$ cat config.mk
export PLATFORM = sky130hd
export DESIGN_NAME = mem_access_unit
export DESIGN_NICKNAME = d
export VERILOG_FILES = /design/src/rtl/mem_access_unit.sv
export SDC_FILE = /design/constraint.sdc
export NUM_CORES = 1
export LEC_CHECK = 0
export BUFFER_PORTS_ARGS = -buffer_cell sky130_fd_sc_hd__buf_4
export CAP_MARGIN = 15
export CORE_MARGIN = 8
export CORE_UTILIZATION = 38
export CTS_BUF_LIST = sky130_fd_sc_hd__clkbuf_16
export DETAILED_ROUTE_END_ITERATION = 7
export SETUP_SLACK_MARGIN = 0.4
export SLEW_MARGIN = 10
export SYNTH_ARGS = -nofsm -noshare
export SYNTH_HDL_FRONTEND = slang
export SYNTH_SLANG_ARGS = --single-unit
export TNS_END_PERCENT = 30
$ cat constraint.sdc
create_clock -name clk -period 2.6 [get_ports clk]
set_input_delay 0.13 -clock clk [delete_from_list [all_inputs] [get_ports clk]]
set_output_delay 0.13 -clock clk [all_outputs]
set_load 0.01 [all_outputs]
$ cat src/rtl/mem_access_unit.sv
// Load/store unit that aligns CPU accesses onto a req/ack bus, with timeout and load extension.
// Latency: 3 cycles minimum (IDLE, REQ, DONE), plus one cycle per ack wait; the pipeline stalls until DONE.
module mem_access_unit #(
  parameter int TO_W = 8
) (
  input  logic        clk,
  input  logic        resetn,
  input  logic        cpu_req,
  input  logic        cpu_we,
  input  logic [31:0] cpu_addr,
  input  logic [31:0] cpu_wdata,
  input  logic [2:0]  cpu_dm_ctrl,
  output logic        cpu_stall,
  output logic [31:0] cpu_rdata,
  output logic        misalign_err,
  output logic        timeout_err,
  output logic        bus_req,
  output logic        bus_we,
  output logic [31:0] bus_addr,
  output logic [31:0] bus_wdata,
  output logic [3:0]  bus_be,
  input  logic [31:0] bus_rdata,
  input  logic        bus_ack
);

  typedef enum logic [1:0] {IDLE, REQ, DONE} state_t;

  // Last REQ cycle: the counter starts at 0, so this gives 2^TO_W-1 REQ cycles.
  localparam logic [TO_W-1:0] TO_LAST = {{(TO_W-1){1'b1}}, 1'b0};

  state_t          state, state_nxt;
  logic [TO_W-1:0] to_cnt;
  logic [31:0]     addr_q, wdata_q, rdata_q;
  logic [1:0]      addr_lo_q;
  logic [2:0]      ctrl_q;
  logic [3:0]      be_q;
  logic            we_q, mis_q, to_q;

  logic            is_half, is_byte, aligned;
  logic [31:0]     fmt_wdata, load_ext;
  logic [3:0]      fmt_be;
  logic [7:0]      byte_lane;
  logic [15:0]     half_lane;

  always_comb begin
    is_half   = (cpu_dm_ctrl == 3'b001) || (cpu_dm_ctrl == 3'b010);
    is_byte   = (cpu_dm_ctrl == 3'b011) || (cpu_dm_ctrl == 3'b100);
    fmt_wdata = cpu_wdata;
    fmt_be    = 4'b1111;
    aligned   = (cpu_addr[1:0] == 2'b00);
    if (is_byte) begin
      fmt_wdata = {4{cpu_wdata[7:0]}};
      fmt_be    = 4'b0001 << cpu_addr[1:0];
      aligned   = 1'b1;
    end else if (is_half) begin
      fmt_wdata = {2{cpu_wdata[15:0]}};
      fmt_be    = cpu_addr[1] ? 4'b1100 : 4'b0011;
      aligned   = ~cpu_addr[0];
    end
  end

  // Load lane selection uses the latched address, since cpu_addr may not be held for the whole access.
  always_comb begin
    case (addr_lo_q)
      2'd0:    byte_lane = bus_rdata[7:0];
      2'd1:    byte_lane = bus_rdata[15:8];
      2'd2:    byte_lane = bus_rdata[23:16];
      default: byte_lane = bus_rdata[31:24];
    endcase
    half_lane = addr_lo_q[1] ? bus_rdata[31:16] : bus_rdata[15:0];
    case (ctrl_q)
      3'b001:  load_ext = {{16{half_lane[15]}}, half_lane};
      3'b010:  load_ext = {16'h0000, half_lane};
      3'b011:  load_ext = {{24{byte_lane[7]}}, byte_lane};
      3'b100:  load_ext = {24'h000000, byte_lane};
      default: load_ext = bus_rdata;
    endcase
  end

  always_ff @(posedge clk or negedge resetn) begin
    if (!resetn) state <= IDLE;
    else         state <= state_nxt;
  end

  always_comb begin
    state_nxt = state;
    case (state)
      IDLE:    if (cpu_req) state_nxt = aligned ? REQ : DONE;
      REQ:     if (bus_ack || (to_cnt == TO_LAST)) state_nxt = DONE;
      DONE:    state_nxt = IDLE;
      default: state_nxt = IDLE;
    endcase
  end

  always_ff @(posedge clk or negedge resetn) begin
    if (!resetn) begin
      addr_q    <= '0;
      addr_lo_q <= '0;
      wdata_q   <= '0;
      be_q      <= '0;
      we_q      <= 1'b0;
      ctrl_q    <= '0;
      rdata_q   <= '0;
      mis_q     <= 1'b0;
      to_q      <= 1'b0;
      to_cnt    <= '0;
    end else begin
      case (state)
        IDLE: if (cpu_req) begin
          to_q    <= 1'b0;
          rdata_q <= '0;
          if (aligned) begin
            addr_q    <= {cpu_addr[31:2], 2'b00};
            addr_lo_q <= cpu_addr[1:0];
            wdata_q   <= fmt_wdata;
            be_q      <= fmt_be;
            we_q      <= cpu_we;
            ctrl_q    <= cpu_dm_ctrl;
            mis_q     <= 1'b0;
            to_cnt    <= '0;
          end else begin
            mis_q     <= 1'b1;
          end
        end
        REQ: begin
          if (bus_ack) begin
            rdata_q <= we_q ? 32'h0 : load_ext;
          end else if (to_cnt == TO_LAST) begin
            to_q    <= 1'b1;
            rdata_q <= '0;
          end else begin
            to_cnt  <= to_cnt + 1'b1;
          end
        end
        default: ;
      endcase
    end
  end

  // Results are exposed only in DONE so the flags read as cleared everywhere else.
  always_comb begin
    bus_req      = (state == REQ);
    bus_we       = we_q & (state == REQ);
    bus_addr     = addr_q;
    bus_wdata    = wdata_q;
    bus_be       = be_q;
    cpu_stall    = resetn & (((state == IDLE) & cpu_req) | (state == REQ));
    cpu_rdata    = (state == DONE) ? rdata_q : 32'h0;
    misalign_err = (state == DONE) & mis_q;
    timeout_err  = (state == DONE) & to_q;
  end

endmodule

==> results.rst <==
.. list-table::
   :header-rows: 1

   * - Metric
     - Value
   * - Critical Path End Type
     - register
   * - DRT Pass-1 Iters
     - 5
   * - Critical path fanouts, max
     - 23
   * - Total Routed Length
     - 19080 um
   * - Synth cell types
     - 50
   * - Type of the worst setup path
     - register to register
   * - Final net count
     - 905
   * - Finished Core Util
     - 56.39%
   * - Height of the die
     - 142.4 um
   * - Cell count of the worst hold path
     - 3
   * - Final Instance Count excl. Fillers
     - 1028
   * - Sum of negative setup slack
     - 0 ns
   * - Final max-slew violation count
     - 0
   * - Clock Skews
     - 0.01069 ns
   * - Initial Utilization
     - 38.48%
   * - Maximum number of pins on one net before global-route repair
     - 117
   * - Count of boundary I/O pins
     - 209
   * - Worst slew margin relative to its limit
     - 48.24%
   * - Terminus of the critical flop-to-flop path
     - bus_wdata[6]
   * - Signed area change from the synthesized netlist to the final layout
     - 46.54%
   * - Dominant cells by area after synthesis
     - dfrtp_1, mux2_2, o21ai_0
   * - Final antenna diode count
     - 0
   * - Sequential fraction of the synthesis area
     - 47.84%
   * - Reg2Reg Launch Point
     - state[1]
   * - Post-DR wirelength/cell
     - 18.56 um
   * - Power Dens Cells
     - 977.4 nW/um^2
   * - H-tree depth
     - 4
   * - Post-layout min period
     - 2.105 ns
   * - Path depth of the worst reg2reg path
     - 4
   * - Number of maximum-capacitance constraint violations
     - 0
   * - Placed Area
     - 7845 um^2
   * - Count of input and output buffers
     - 206
   * - Full die area
     - 20270 um^2
   * - Number of hold violations in the final report
     - 0
   * - Post-DP HPWL
     - 13350 um
   * - P_leak
     - 0.004123 uW
   * - Final estimated routing congestion in global placement
     - 0.8288
   * - Top cell types by occurrence after synthesis
     - dfrtp_1, mux2_2, o21ai_0
   * - DR vias/cell
     - 5.165
   * - DRC violations left
     - 0
   * - Count of mapped cells out of synthesis
     - 548
   * - Initial antenna violation count
     - 0
   * - Hold/Removal Path Class
     - primary input to register
   * - Post-route antenna net violation count
     - 0
   * - RSZ-0062 raised after global routing
     - false
   * - Clk pin slew, worst setup/hold paths
     - 0.05 ns
   * - Minimum setup slack among reg-to-reg paths
     - 0.50 ns
   * - Flip-flop cell with the highest count after synthesis
     - dfrtp_1
   * - Run status
     - completed
   * - WP data required
     - 2.90 ns
   * - Via count
     - 5310
   * - Average footprint of a synthesized cell
     - 11.07 um^2
   * - Area share of the leading cell type in the synthesized netlist
     - 47.84%
   * - Horizontal die dimension
     - 142.4 um
   * - Portion of the clock cycle consumed by the worst path in the final layout
     - 80.96%
   * - Number of buffers on the longest clock path
     - 2
   * - Number of flops mapped to enable cells by yosys
     - 0
   * - Data arrival time of the critical path
     - 2.40 ns
   * - Top cell type by total area after synthesis
     - dfrtp_1
   * - Setup Buffers After CTS
     - 0
   * - Hold path start
     - bus_rdata[26]
   * - Cell chosen for the clock root
     - clkbuf_16
   * - Synthesis warning total
     - 0
   * - Core Rows
     - 46
   * - Overall Global Routing Usage
     - 19.14%
   * - Clock tree from TritonCTS
     - yes
   * - CTS Sinks
     - 116
   * - Terminating pin of the worst hold path
     - rdata_q[26]
   * - Final setup violation count
     - 0
   * - Placed cell count
     - 948
   * - Worst slew pin tran
     - 0.7765 ns
   * - Max frequency
     - 0.4751 GHz
   * - Remaining global-route overflow
     - 0
   * - Worst hold margin
     - 0.01974 ns
   * - Element type at the critical path start
     - register
   * - Number of CTS-inserted buffers
     - 17
   * - Ratio of cells with drive above 1 in the final layout
     - 43.47%
   * - Number of storage elements in the synthesis netlist
     - 116
   * - Core region area
     - 15770 um^2
   * - Number of global-route vias before repair
     - 5788
   * - Max IR drop VDD
     - 0.5684 mV
   * - DRT iter0 DRCs
     - 311
   * - Skew-Pair Late Insertion Delay
     - 0.42 ns
   * - First-pass GRT wire length
     - 30560 um
   * - Fraction of registers with async set or reset after synthesis
     - 100.0%
   * - Final instance area
     - 8892 um^2
   * - Most common cell in the synthesized netlist
     - dfrtp_1
   * - Area of the mapped netlist
     - 6068 um^2
state kept, by name, indices dropped and copies added (netlist names):
| signal | flops |
|---|---|
| rdata_q | 32 |
| state | 2 |
| bus_wdata | 32 |
| to_q | 1 |
| mis_q | 1 |
| to_cnt | 8 |
| ctrl_q | 3 |
| addr_lo_q | 2 |
| we_q | 1 |
| bus_be | 4 |
| bus_addr | 30 |
cells in the final DEF (no fill, tap or decap), types with 5 or more instances in the layout:
| cell | n |
|---|---|
| nand2_1 | 31 |
| mux4_2 | 8 |
| dlygate4sd3_1 | 48 |
| xnor2_1 | 6 |
| or3_1 | 7 |
| o211ai_1 | 9 |
| inv_1 | 6 |
| o2bb2ai_1 | 24 |
| mux2_2 | 70 |
| mux2_4 | 6 |
| o22ai_1 | 8 |
| a22o_1 | 7 |
| clkbuf_16 | 17 |
| o221a_2 | 7 |
| nor2_1 | 40 |
| a21oi_1 | 9 |
| mux2i_1 | 15 |
| buf_4 | 224 |
| dfrtp_1 | 116 |
| nor2b_1 | 5 |
| o21ai_0 | 51 |
| and2_1 | 35 |
layer usage:
metal	track usage (%)	up-vias	routed length [um]	share of wire (%)
li1	-	2488	-	-
met2	31.08	225	8893	47
met4	6.600	0	311	1.6
met1	21.95	2563	7862	41
met3	8.655	34	2012	11
met5	0	-	0	0
critical path: stages (launching register included):
cell and delay [ns]:
dfrtp_1 0.43, nand2b_1 0.19, or2_2 0.43, or2_2 0.55
mux2_4 0.37
where the power goes:
part	total (uW)	internal (uW)	switching [uW]
registers	2970	2490	478
clock network	2260	1390	862
logic	3470	1840	1620
layout make-up:
class / instances / area [um^2]
Timing Repair Buffer: 273 / 2182
Tap cell: 216 / 270.3
Fill cell: 1351 / 6878
Multi-Input combinational cell: 384 / 2944
Sequential cell: 116 / 2903
Inverter: 7 / 26.28
Clock buffer: 17 / 425.4
Clock inverter: 15 / 141.4
cell families after synthesis:
kind of cell | count (synthesis) | synth area share [%]
xor gates and xnor gates | 8 | 1.155
muxes | 99 | 19.92
DFF | 116 | 47.83
AOI/OAI and AO/OA | 131 | 15.01
buffers and inverters | 49 | 3.835
adders and majority gates | 3 | 0.5979
other | 1 | 0.06180
and+or+nand+nor | 141 | 11.59
what timing repair did:
action | in CTS | in global routing
resized for setup | 1 | 0
hold endpoints to repair | 163 | 0
endpoints found under the setup margin | 9 | 0
hold buffers | 48 | 0
stage by stage:
stage / total power, uW / setup WS [ns]
floorplan: 4795 / 0.6307
finish: 8691 / 0.4951
CTS: 8764 / 0.5191
detailed placement: 6412 / 0.2908
global route: 9243 / 0.4197
global placement: 6325 / 0.3621
worst max path at each step:
| stage | startpoint | to | slack (ns) |
|---|---|---|---|
| 3_5_place_dp | cpu_dm_ctrl[0] | bus_wdata[3] | 0.29 |
| 4_1_cts | state[1] | bus_wdata[3] | 0.52 |
| 5_1_grt | state[1] | bus_wdata[6] | 0.42 |
| 6_report | state[1] | bus_wdata[6] | 0.50 |
| 2_1_floorplan | addr_lo_q[0] | rdata_q[22] | 0.63 |
| 3_3_place_gp | cpu_dm_ctrl[0] | bus_wdata[3] | 0.36 |
(Power assumes the default switching activity.)
